$ cat config.mk
export PLATFORM = sky130hd
export DESIGN_NAME = word_entry
export DESIGN_NICKNAME = d
export VERILOG_FILES = /design/src/rtl/hangman_pkg.sv /design/src/rtl/ascii_letter_norm.sv /design/src/rtl/word_entry.sv
export SDC_FILE = /design/constraint.sdc
export NUM_CORES = 1
export LEC_CHECK = 0
export ABC_AREA = 1
export BUFFER_PORTS_ARGS = -buffer_cell sky130_fd_sc_hd__buf_2
export CAP_MARGIN = 20
export CORE_MARGIN = 3
export CORE_UTILIZATION = 54
export CTS_BUF_LIST = sky130_fd_sc_hd__clkbuf_8 sky130_fd_sc_hd__clkbuf_16
export DETAILED_ROUTE_END_ITERATION = 8
export HOLD_SLACK_MARGIN = 0.1
export PLACE_DENSITY = 0.8
export SYNTH_ARGS = -nofsm -noshare
export SYNTH_HDL_FRONTEND = slang
export SYNTH_SLANG_ARGS = --single-unit
$ cat constraint.sdc
create_clock -name clk -period 1.9 [get_ports clk]
set_input_delay 0.38 -clock clk [delete_from_list [all_inputs] [get_ports clk]]
set_output_delay 0.38 -clock clk [all_outputs]
set_load 0.1 [all_outputs]
$ cat src/rtl/hangman_pkg.sv
// Shared types and constants for the hangman host-side blocks.
// Letter classification helpers used by the word entry stage.
package hangman_pkg;

    typedef enum logic {
        ENTRY  = 1'b0,
        LOCKED = 1'b1
    } entry_state_t;

    localparam int WORD_LEN_DEF = 5;

    localparam logic [7:0] ASCII_A     = 8'h41;
    localparam logic [7:0] ASCII_Z     = 8'h5A;
    localparam logic [7:0] ASCII_LA    = 8'h61;
    localparam logic [7:0] ASCII_LZ    = 8'h7A;
    localparam logic [7:0] CASE_OFFSET = 8'h20;

    function automatic logic is_upper(input logic [7:0] c);
        return (c >= ASCII_A) && (c <= ASCII_Z);
    endfunction

    function automatic logic is_lower(input logic [7:0] c);
        return (c >= ASCII_LA) && (c <= ASCII_LZ);
    endfunction

endpackage

$ cat src/rtl/ascii_letter_norm.sv
// Combinational letter classifier.
// Accepts A-Z unchanged, folds a-z to upper case, rejects the rest.
module ascii_letter_norm
    import hangman_pkg::*;
(
    input  logic [7:0] i_code,
    output logic       o_is_letter,
    output logic [7:0] o_letter
);

    logic w_upper;
    logic w_lower;

    assign w_upper = is_upper(i_code);
    assign w_lower = is_lower(i_code);

    // Classify and fold lower case onto upper case.
    always_comb begin
        o_is_letter = 1'b0;
        o_letter    = 8'h00;
        if (w_upper) begin
            o_is_letter = 1'b1;
            o_letter    = i_code;
        end else if (w_lower) begin
            o_is_letter = 1'b1;
            o_letter    = i_code - CASE_OFFSET;
        end
    end

endmodule

$ cat src/rtl/word_entry.sv
// Secret word capture stage feeding the game-logic FSM.
// Collects letters, supports backspace, hands the word over on confirm.
module word_entry
    import hangman_pkg::*;
#(
    parameter int WORD_LEN = WORD_LEN_DEF
) (
    input  logic                  clk,
    input  logic                  nRst,
    input  logic                  key_valid,
    input  logic [7:0]            key_data,
    input  logic                  key_del,
    input  logic                  key_confirm,
    input  logic                  game_rdy,
    input  logic                  gameEnd,
    output logic [8*WORD_LEN-1:0] setWord,
    output logic                  toggle_state,
    output logic [2:0]            letter_count,
    output logic                  word_locked,
    output logic                  bad_key
);

    localparam int         W     = 8 * WORD_LEN;
    localparam logic [2:0] LEN_C = 3'(WORD_LEN);

    entry_state_t   r_state;
    logic [W-1:0]   r_word;
    logic [2:0]     r_count;
    logic           r_toggle;
    logic           r_locked;
    logic           r_bad;

    logic           w_is_letter;
    logic [7:0]     w_letter;
    logic           w_full;
    logic           w_empty;

    ascii_letter_norm u_norm (
        .i_code      (key_data),
        .o_is_letter (w_is_letter),
        .o_letter    (w_letter)
    );

    assign w_full  = (r_count == LEN_C);
    assign w_empty = (r_count == 3'd0);

    // Entry FSM: shift register, letter counter and pulse outputs.
    always_ff @(posedge clk or negedge nRst) begin
        if (!nRst) begin
            r_state  <= ENTRY;
            r_word   <= '0;
            r_count  <= 3'd0;
            r_toggle <= 1'b0;
            r_locked <= 1'b0;
            r_bad    <= 1'b0;
        end else begin
            r_toggle <= 1'b0;
            r_bad    <= 1'b0;
            if (gameEnd) begin
                r_state  <= ENTRY;
                r_word   <= '0;
                r_count  <= 3'd0;
                r_locked <= 1'b0;
            end else begin
                case (r_state)
                    ENTRY: begin
                        if (key_valid) begin
                            if (key_confirm) begin
                                if (w_full && game_rdy) begin
                                    r_toggle <= 1'b1;
                                    r_locked <= 1'b1;
                                    r_state  <= LOCKED;
                                end else begin
                                    r_bad <= 1'b1;
                                end
                            end else if (key_del) begin
                                if (!w_empty) begin
                                    r_word  <= r_word >> 8;
                                    r_count <= r_count - 3'd1;
                                end else begin
                                    r_bad <= 1'b1;
                                end
                            end else if (w_is_letter) begin
                                if (!w_full) begin
                                    r_word  <= {r_word[W-9:0], w_letter};
                                    r_count <= r_count + 3'd1;
                                end else begin
                                    r_bad <= 1'b1;
                                end
                            end else begin
                                r_bad <= 1'b1;
                            end
                        end
                    end
                    LOCKED: begin
                        r_state <= LOCKED;
                    end
                    default: begin
                        r_state <= ENTRY;
                    end
                endcase
            end
        end
    end

    assign setWord      = r_word;
    assign toggle_state = r_toggle;
    assign letter_count = r_count;
    assign word_locked  = r_locked;
    assign bad_key      = r_bad;

endmodule

Word level (Yosys, flattened, before mapping)
Index checks and enable logic that the tools add are counted.
{ "word_totals": {"rom_bits": 0, "ramBits": 0, "latch_bits": 0, "regBits": 47, "input_bits": 15, "n_memories": 0} }
{ "op_classes": {"shifts": 0, "magnitude_cmp": 4, "n_addsub": 3, "n_eq_ne": 5, "mux": 41, "reduce_logical": 10, "n_div": 0, "n_mul": 0, "bitwise": 1} }
{ "op_table": {"columns": ["operator", "count"], "rows": [
  ["two-way mux 40 bit", 8],
  ["two-way mux 3 bit", 8],
  ["two-way mux 1 bit", 22],
  [">= comparator 8 x 7 -> 1 bit (second input constant)", 2],
  ["less-or-equal comparator 8 x 7 -> 1 bit (second input constant)", 2],
  ["two-way mux 8 bit", 2],
  ["subtractor 8 x 6 -> 8 bit (second input constant)", 1],
  ["!= test 3 bit (second input constant)", 2],
  ["AND reduction 6 bit", 1],
  ["nonzero test 2 bit", 3],
  ["AND reduction 4 bit", 1],
  ["adder 3 x 1 -> 3 bit (second input constant)", 1],
  ["equality test 3 bit (second input constant)", 1],
  ["logical AND 1 bit", 3],
  ["zero test 3 bit", 1],
  ["nonzero test 3 bit", 1],
  ["subtractor 3 x 1 -> 3 bit (second input constant)", 1],
  ["!= test 2 x 1 -> 1 bit (second input constant)", 1],
  ["!= test 2 bit (second input constant)", 1],
  ["one-hot mux 1 bit (2 select lines)", 1],
  ["inverter 1 bit", 1]
]} }

Logic depth before layout (Yosys ltp)
Gate-level depths: netlist of run 1.
{ "logic_depth": {"word_depth": 11, "ltp_mapped": 12} }

Cells and area by module
Synthesis of run 1 repeated with hierarchy kept, for this count alone.
{ "unflattened": {"cells_unflattened": 387, "area_unflattened_um2": 3110.5} }
{ "by_module_without_submodules": {"columns": ["mod", "area_per_inst_um2", "cells_each", "instances", "seq_area_each_um2"], "rows": [
  ["word_entry", 2820.2, 330, 1, 1176.1],
  ["ascii_letter_norm", 290.3, 57, 1, 0.0]
]} }

Least setup slack after synthesis of run 1
OpenSTA, ideal clock, no wires.
{ "synth_path": {"kind": "flip-flop to flip-flop", "from": "register r_count[1] (netlist: letter_count[1])", "to": "register r_word[11] (netlist: setWord[11])", "path_stages_with_launch": 8, "n_path_buf": 2, "arrival_time_ps": 1922, "t_required_ps": 1775, "setup_slack_ps": -147, "setup_time_ps": 125, "cell_sequence": "dfrtp_1 -> nor2_1 -> a22oi_2 -> nand4_4 -> buf_12 -> buf_8 -> nand2_2 -> o21ai_2"} }
{ "synth_via": {"elab_chain_cells": 3, "elab_cells_between_ends": 5} }
{ "synth_lines": {"columns": ["item", "line", "rtl"], "rows": [
  ["start: declaration", "word_entry.sv:28", "logic [2:0] r_count;"],
  ["start signal: assignment", "word_entry.sv:79", "r_count <= r_count - 3'd1;"],
  ["start signal: assignment", "word_entry.sv:86", "r_count <= r_count + 3'd1;"],
  ["equality test 3 bit / zero test 3 bit (equally long branches)", "word_entry.sv:44, word_entry.sv:45", null],
  ["!= test 3 bit (no line)", null, null],
  ["AND reduction 6 bit (no line) (*)", null, null],
  ["end signal: assignment", "word_entry.sv:78", "r_word <= r_word >> 8;"],
  ["end signal: assignment", "word_entry.sv:85", "r_word <= {r_word[W-9:0], w_letter};"],
  ["end: declaration", "word_entry.sv:27", "logic [W-1:0] r_word;"]
]} }
Mark *: on every way between the ends. The rest lies on a longest branch, timed or not.
A chain may end at the register's enable or synchronous reset.

Worst setup path after layout of run 1
{ "layout_path": {"from": "register r_word[24] (netlist: setWord[24])", "to": "output setWord[24]"} }
{ "layout_rtl": {"columns": ["item", "line", "rtl"], "rows": [
  ["end: declaration", "word_entry.sv:16", "output logic [8*WORD_LEN-1:0] setWord,"]
]} }
No word-level cell between the ends.

==> impl_metrics.toml, run 1 <==
[outcome]
outcome = "finished, final reports clean"

[cts]
clock_path_buffers = 2
cts_made_buffers = 5
ctsResizeCount = 0
clk_pin_slew_ns = 0.09
cts_num_sinks = 47
htreeDepth = 2
cts_tree = "yes"
clk_latency_ns = 0.30
cts-root-buf = "clkbuf_8"

[layout]
regArea_um2 = 1180
fin_util_pct = 66.88
num_antenna_cells = 0
drive_gt1_share_pct = 45.56
multi_input_area_um2 = 1330
fill_cells = 402
nets = 377
syn_to_final_growth_pct = 18.10

[place]
gp_congestion = 0.8162
dp_hpwl_mm = 4.489
io_buffers = 60

[sta]
rsz0062_at_grt = "false"
period_needed_ns = 1.595
fmax_ghz = 0.6272
fin_skew_ns = 0.008616
relSlewSlack_pct = 66.58
tns_ns = 0
timing.final.crit_share_pct = 83.92
hold_viol = 0
maxSlewViolCount = 0
setup_violations = 0
worstMarginPinSlew_ns = 0.5013

[floorplanning]
core_um2 = 4786
dieArea_um2 = 5904
die_x_um = 76.84
die_h_um = 76.84
rows = 25
start_util_pct = 56.63
pin_count = 61

[worst_setup_path]
r2r_slack_ns = 0.31
critPathArrivalTime_ns = 1.21
path_delay_family = "buffers and inverters"
r2r_cells = 6
critical_path_depth = 1
r2r_start = "letter_count[0]"
crit_chain = "buf_2"
r2r-end = "setWord[27]"
critPathKind = "flop to output pin"
crit_slowest_cell = "buf_2"
endpoint_kind = "output pin"
slowest_delay_ns = 0.46
worstPathMaxFanout = 4
critPathRequiredTime_ns = 1.52
path_buf_inv = 1
start_kind = "flop"

[worst_hold_path]
holdPathStages = 3
min_to = "bad_key"
hold_path_class = "primary input to flop"
hold_start = "key_valid"

[drt]
firstDrtPassIters = 4
wl_mm = 6.149
vias = 2265
antenna_left = 0
wire_per_inst_um = 14.40
dr.first_iter.drc_count = 184
drc = 0
viasPerCell = 5.304

[synth]
seq_area_frac_synth_pct = 43.40
avgSynthCellArea_um2 = 8.974
synth_fp_nets = 320
synth_cells = 302
yosysWarnings = 0
syn_area_um2 = 2710
ys_types = 30
ys_ff_latch = 47

[grt]
grt.overflow.total = 0
grt_start_max_net_pins = 46
grtUsageTotal_pct = 22.62
antenna_found_initial = 0
grt_first_pass_wirelength_mm = 10.86
first_global_vias = 2352

[flow_run]
cap_violations = 0

[pwr]
power_leakage_nw = 1.583
ir_drop_mv = 0.6373
power-per-cell-area_nw_per_um2 = 1046
total_power_w = 0.003348
per-layer routing:
| metal | global-route usage, % | vias up | wire (um) |
|---|---|---|---|
| met5 | 0 | - | 0 |
| met4 | 7.609 | 0 | 99 |
| met3 | 3.756 | 10 | 257 |
| met2 | 40.59 | 59 | 3195 |
| met1 | 27.36 | 1071 | 2597 |
| li1 | - | 1125 | - |
cell usage after synthesis (all sizes together):
| library cell | count | area [um^2] |
|---|---|---|
| xnor2 | 1 | 8.760 |
| ha | 2 | 25.02 |
| xor2 | 2 | 17.52 |
| fa | 1 | 20.02 |
| nor4 | 1 | 6.260 |
| dfrtp | 47 | 1176 |
| a22oi | 1 | 12.51 |
| nand4 | 3 | 33.78 |
| nor3 | 2 | 10.01 |
| a21oi | 3 | 15.01 |
| or2 | 14 | 87.58 |
| nand2 | 87 | 404.1 |
| o211ai | 19 | 142.6 |
| nand3 | 22 | 130.1 |
| o21a | 1 | 7.510 |
| inv | 17 | 63.81 |
| clkbuf | 8 | 30.03 |
| buf | 12 | 110.1 |
| o21ai | 50 | 362.8 |
| nor2 | 8 | 35.03 |
| nand3b | 1 | 11.26 |
what timing repair did:
| item | 4_1_cts | 5_1_grt |
|---|---|---|
| hold buffers | 1 | 0 |
| setup buffers | 0 | 0 |
| endpoints found under the hold margin | 20 | 0 |
final cells by class:
class                      count  share of cell area, %
timing repair buffer          70                  13.37
clock buffer                   5                  2.150
multi-input combinational    218                  41.56
tap                           67                  2.619
inverter                      17                  1.994
clock inverter                 3                  1.446
sequential                    47                  36.86
how the worst max path moves through the flow:
stage | from | endpoint | slack [ns]
final | setWord[24] | setWord[24] | 0.31
after detailed placement | key_data[5] | setWord[25] | 0.16
after floorplan | letter_count[1] | setWord[11] | 0.18
after CTS | setWord[24] | setWord[24] | 0.31
after global placement | key_data[5] | setWord[25] | 0.24
after global routing | letter_count[0] | setWord[27] | 0.18
worst reg2reg max path, stage by stage (launching register included):
cell and delay [ns]:
dfrtp_2 0.46, nor3_1 0.25, nand3_1 0.17, nand4_4 0.17
buf_12 0.25, nand2_1 0.13, o21ai_1 0.09
layout by cell type, fill, tap and decap left out, types with 3 or more instances in the layout:
master    instances
dfrtp_2           3
a21oi_1           3
nand2_1          56
inv_1            17
buf_12            4
nand3_1          18
nand2_2          31
buf_4             5
clkbuf_8          5
or2_2            14
o21ai_2          30
o21ai_1          13
dfrtp_1          44
o21ai_0           7
o211ai_1         19
buf_2            60
nand3_2           4
nor2_1            6
flip-flops by register name, indices dropped and copies added (netlist names):
register      count
r_state           1
toggle_state      1
bad_key           1
word_locked       1
setWord          40
letter_count      3
per-stage QoR:
| stage | worst slack (ns) | cell area, um^2 | hold WS [ns] | cells |
|---|---|---|---|---|
| floorplan | 0.1751 | 2714 | 0.08441 | 302 |
| CTS | 0.3059 | 3201 | 0.3388 | 427 |
| detailed placement | 0.1582 | 3075 | 0.3772 | 418 |
| global route | 0.1832 | 3201 | 0.3535 | 427 |
| finish | 0.3055 | 3201 | 0.3501 | 427 |
| global placement | 0.2390 | 3075 | 0.3693 | 418 |
power by group:
| group | switching [W] | internal (W) |
|---|---|---|
| sequential | 0.000118 | 0.00110 |
| clock | 0.000357 | 0.000397 |
| combinational | 0.00110 | 0.000279 |
| total | 0.00157 | 0.00178 |
cells by family after synthesis:
logic type	synth area share [%]
simple gates	26.50
compound gates	19.94
flops	43.40
buf+inv	7.525
xor+xnor	0.9697
fa+ha+maj	1.662
Note: power is estimated with default switching activity, not from simulation.
==> run 2: changes to the inputs <==
--- a/config.mk
+++ b/config.mk
@@ -9,11 +9,11 @@
 export BUFFER_PORTS_ARGS = -buffer_cell sky130_fd_sc_hd__buf_2
 export CAP_MARGIN = 20
 export CORE_MARGIN = 3
-export CORE_UTILIZATION = 54
+export CORE_UTILIZATION = 49
 export CTS_BUF_LIST = sky130_fd_sc_hd__clkbuf_8 sky130_fd_sc_hd__clkbuf_16
 export DETAILED_ROUTE_END_ITERATION = 8
 export HOLD_SLACK_MARGIN = 0.1
-export PLACE_DENSITY = 0.8
+export PLACE_DENSITY = 0.76
 export SYNTH_ARGS = -nofsm -noshare
 export SYNTH_HDL_FRONTEND = slang
 export SYNTH_SLANG_ARGS = --single-unit
==> constraint.sdc (replaced) <==
create_clock -name clk -period 1.3 [get_ports clk]
set_input_delay 0.26 -clock clk [delete_from_list [all_inputs] [get_ports clk]]
set_output_delay 0.26 -clock clk [all_outputs]
set_load 0.1 [all_outputs]
==> impl_metrics.toml, run 2 (synthesis results as in run 1) <==
[outcome]
outcome = "finished with violations"
violations = "negative setup slack"

[sta]
relSlewSlack_pct = 79.96
hold_ws_ns = 0.2168
timing.final.crit_share_pct = 119.9
maxSlewViolCount = 0
setup_violations = 50
rsz0062_at_grt = "true"
finalWorstSetupSlack_ns = -0.2587
fmax_ghz = 0.6416
period_needed_ns = 1.559
hold_viol = 0
fin_skew_ns = 0.008914
worstMarginPinSlew_ns = 0.2983

[worst_setup_path]
crit_chain = "nand2_4 -> nor2_4 -> a22oi_2 -> nand4_4 -> buf_12 -> buf_12 -> nand2_1 -> o21ai_1"
endpoint_kind = "flop"
crit_slowest_cell = "dfrtp_4"
worstPathMaxFanout = 19
path_delay_family = "flip-flops"
slowest_delay_ns = 0.52
critPathArrivalTime_ns = 1.76
start_kind = "flop"
critPathKind = "flop to flop"
critPathRequiredTime_ns = 1.50
path_common_cell = "buf_12"
path_buf_inv = 2

[pwr]
p_clk_share_pct = 16.2
ir_drop_mv = 1.147
p_comb_share_pct = 50.2
power-per-cell-area_nw_per_um2 = 1304
power.internal_w = 0.003066
power_leakage_nw = 1.935
pwr-share-seq_pct = 33.6
p_sw_w = 0.002530
sw_frac_of_total_pct = 45.22

[layout]
syn_to_final_growth_pct = 58.31
num_antenna_cells = 0
layout_common_cells = "buf_12 (52), nand2_1 (51), dfrtp_1 (41), nand2_2 (34), o21ai_2 (31)"
multi_input_area_um2 = 1406
fill_cells = 268
nets = 409
stdcell_area_um2 = 4290
final_common_cell = "buf_12"
largest_register_ffs = 40
drive_gt1_share_pct = 53.83
final_cells = 462
regArea_um2 = 1191
fin_util_pct = 81.92

[cts]
cts_tree = "yes"
cts_made_buffers = 5
cts_num_sinks = 47
clk_pin_slew_ns = 0.09
cts-root-buf = "clkbuf_8"
clk_latency_ns = 0.31
htreeDepth = 2
clock_path_buffers = 2

[grt]
first_global_vias = 2560
grt_start_max_net_pins = 48
antenna_found_initial = 0
grt_first_pass_wirelength_mm = 12.25
grt.overflow.total = 0
grtUsageTotal_pct = 24.60

[drt]
drc = 0
vias = 2558
viasPerCell = 5.537
firstDrtPassIters = 4
wl_mm = 7.646
wire_per_inst_um = 16.55
dr.first_iter.drc_count = 144
antenna_left = 0

[flow_run]
cap_violations = 0

[place]
place_area_um2 = 3975
io_buffers = 60
dpl.cell_count = 445
dp_hpwl_mm = 4.998
gp_congestion = 0.8515
place_ws_ns = -0.3004

[worst_hold_path]
hold_path_class = "primary input to flop"

[floorplanning]
die_x_um = 80.37
dieArea_um2 = 6459
die_h_um = 80.37
start_util_pct = 51.74
rows = 26
core_um2 = 5238
pin_count = 61
## run 2: what timing repair did
action,in CTS,in global routing
gates resized for setup,9,19
endpoints found under the hold margin,47,0
hold buffers,1,0
pin swaps,2,2
cloned,2,0
buffers inserted,4,2
endpoints found under the setup margin,47,53
## run 2: worst paths after layout
| kind | start | endpoint | slack [ns] | cells after the start |
|---|---|---|---|---|
| worst max register to register | letter_count[2] | letter_count[2] | -0.26 | 8 |
| worst min register to register | word_locked | word_locked | 0.56 | 2 |
| worst min-delay path | key_valid | bad_key | 0.22 | 3 |
| min in group asynchronous | nRst | setWord[0] | 0.44 | 3 |
| worst max-delay path | letter_count[2] | letter_count[2] | -0.26 | 8 |
| max in group asynchronous | nRst | letter_count[1] | 0.59 | 3 |
## run 2: layout make-up
class                   count  share of cell area, %
clock buffers               5                  1.604
clock inverters             3                 0.4083
inverters                  17                  1.487
multi-input cells         218                  32.78
flip-flops and latches     47                  27.76
well taps                  70                  2.041
repair buffers            102                  33.92
## run 2: power by group through the flow
stage          sequential, W  combinational, W  clock [W]
6_report             0.00188           0.00281   0.000909
5_1_grt              0.00190           0.00293   0.000980
4_1_cts              0.00187           0.00276   0.000912
3_5_place_dp         0.00188           0.00262          0
3_3_place_gp         0.00188           0.00258          0
2_1_floorplan        0.00284          0.000649          0
## run 2: tightest hold or removal path, cell delays in order
cell and delay [ns]:
buf_2 0.11, nand4_1 0.08, a21oi_1 0.04
## run 2: routing by layer
layer	part of all wire [%]	global-route usage, %
met3	4.7	4.484
met2	53	42.88
met5	0	0
met1	40	29.94
met4	2.9	9.628
## run 2: stage by stage
stage	TNS [ns]	total power, W
floorplan	-14.13	0.003488
global placement	-8.231	0.004457
detailed placement	-11.67	0.004502
CTS	-8.867	0.005541
global route	-12.82	0.005804
finish	-9.963	0.005596
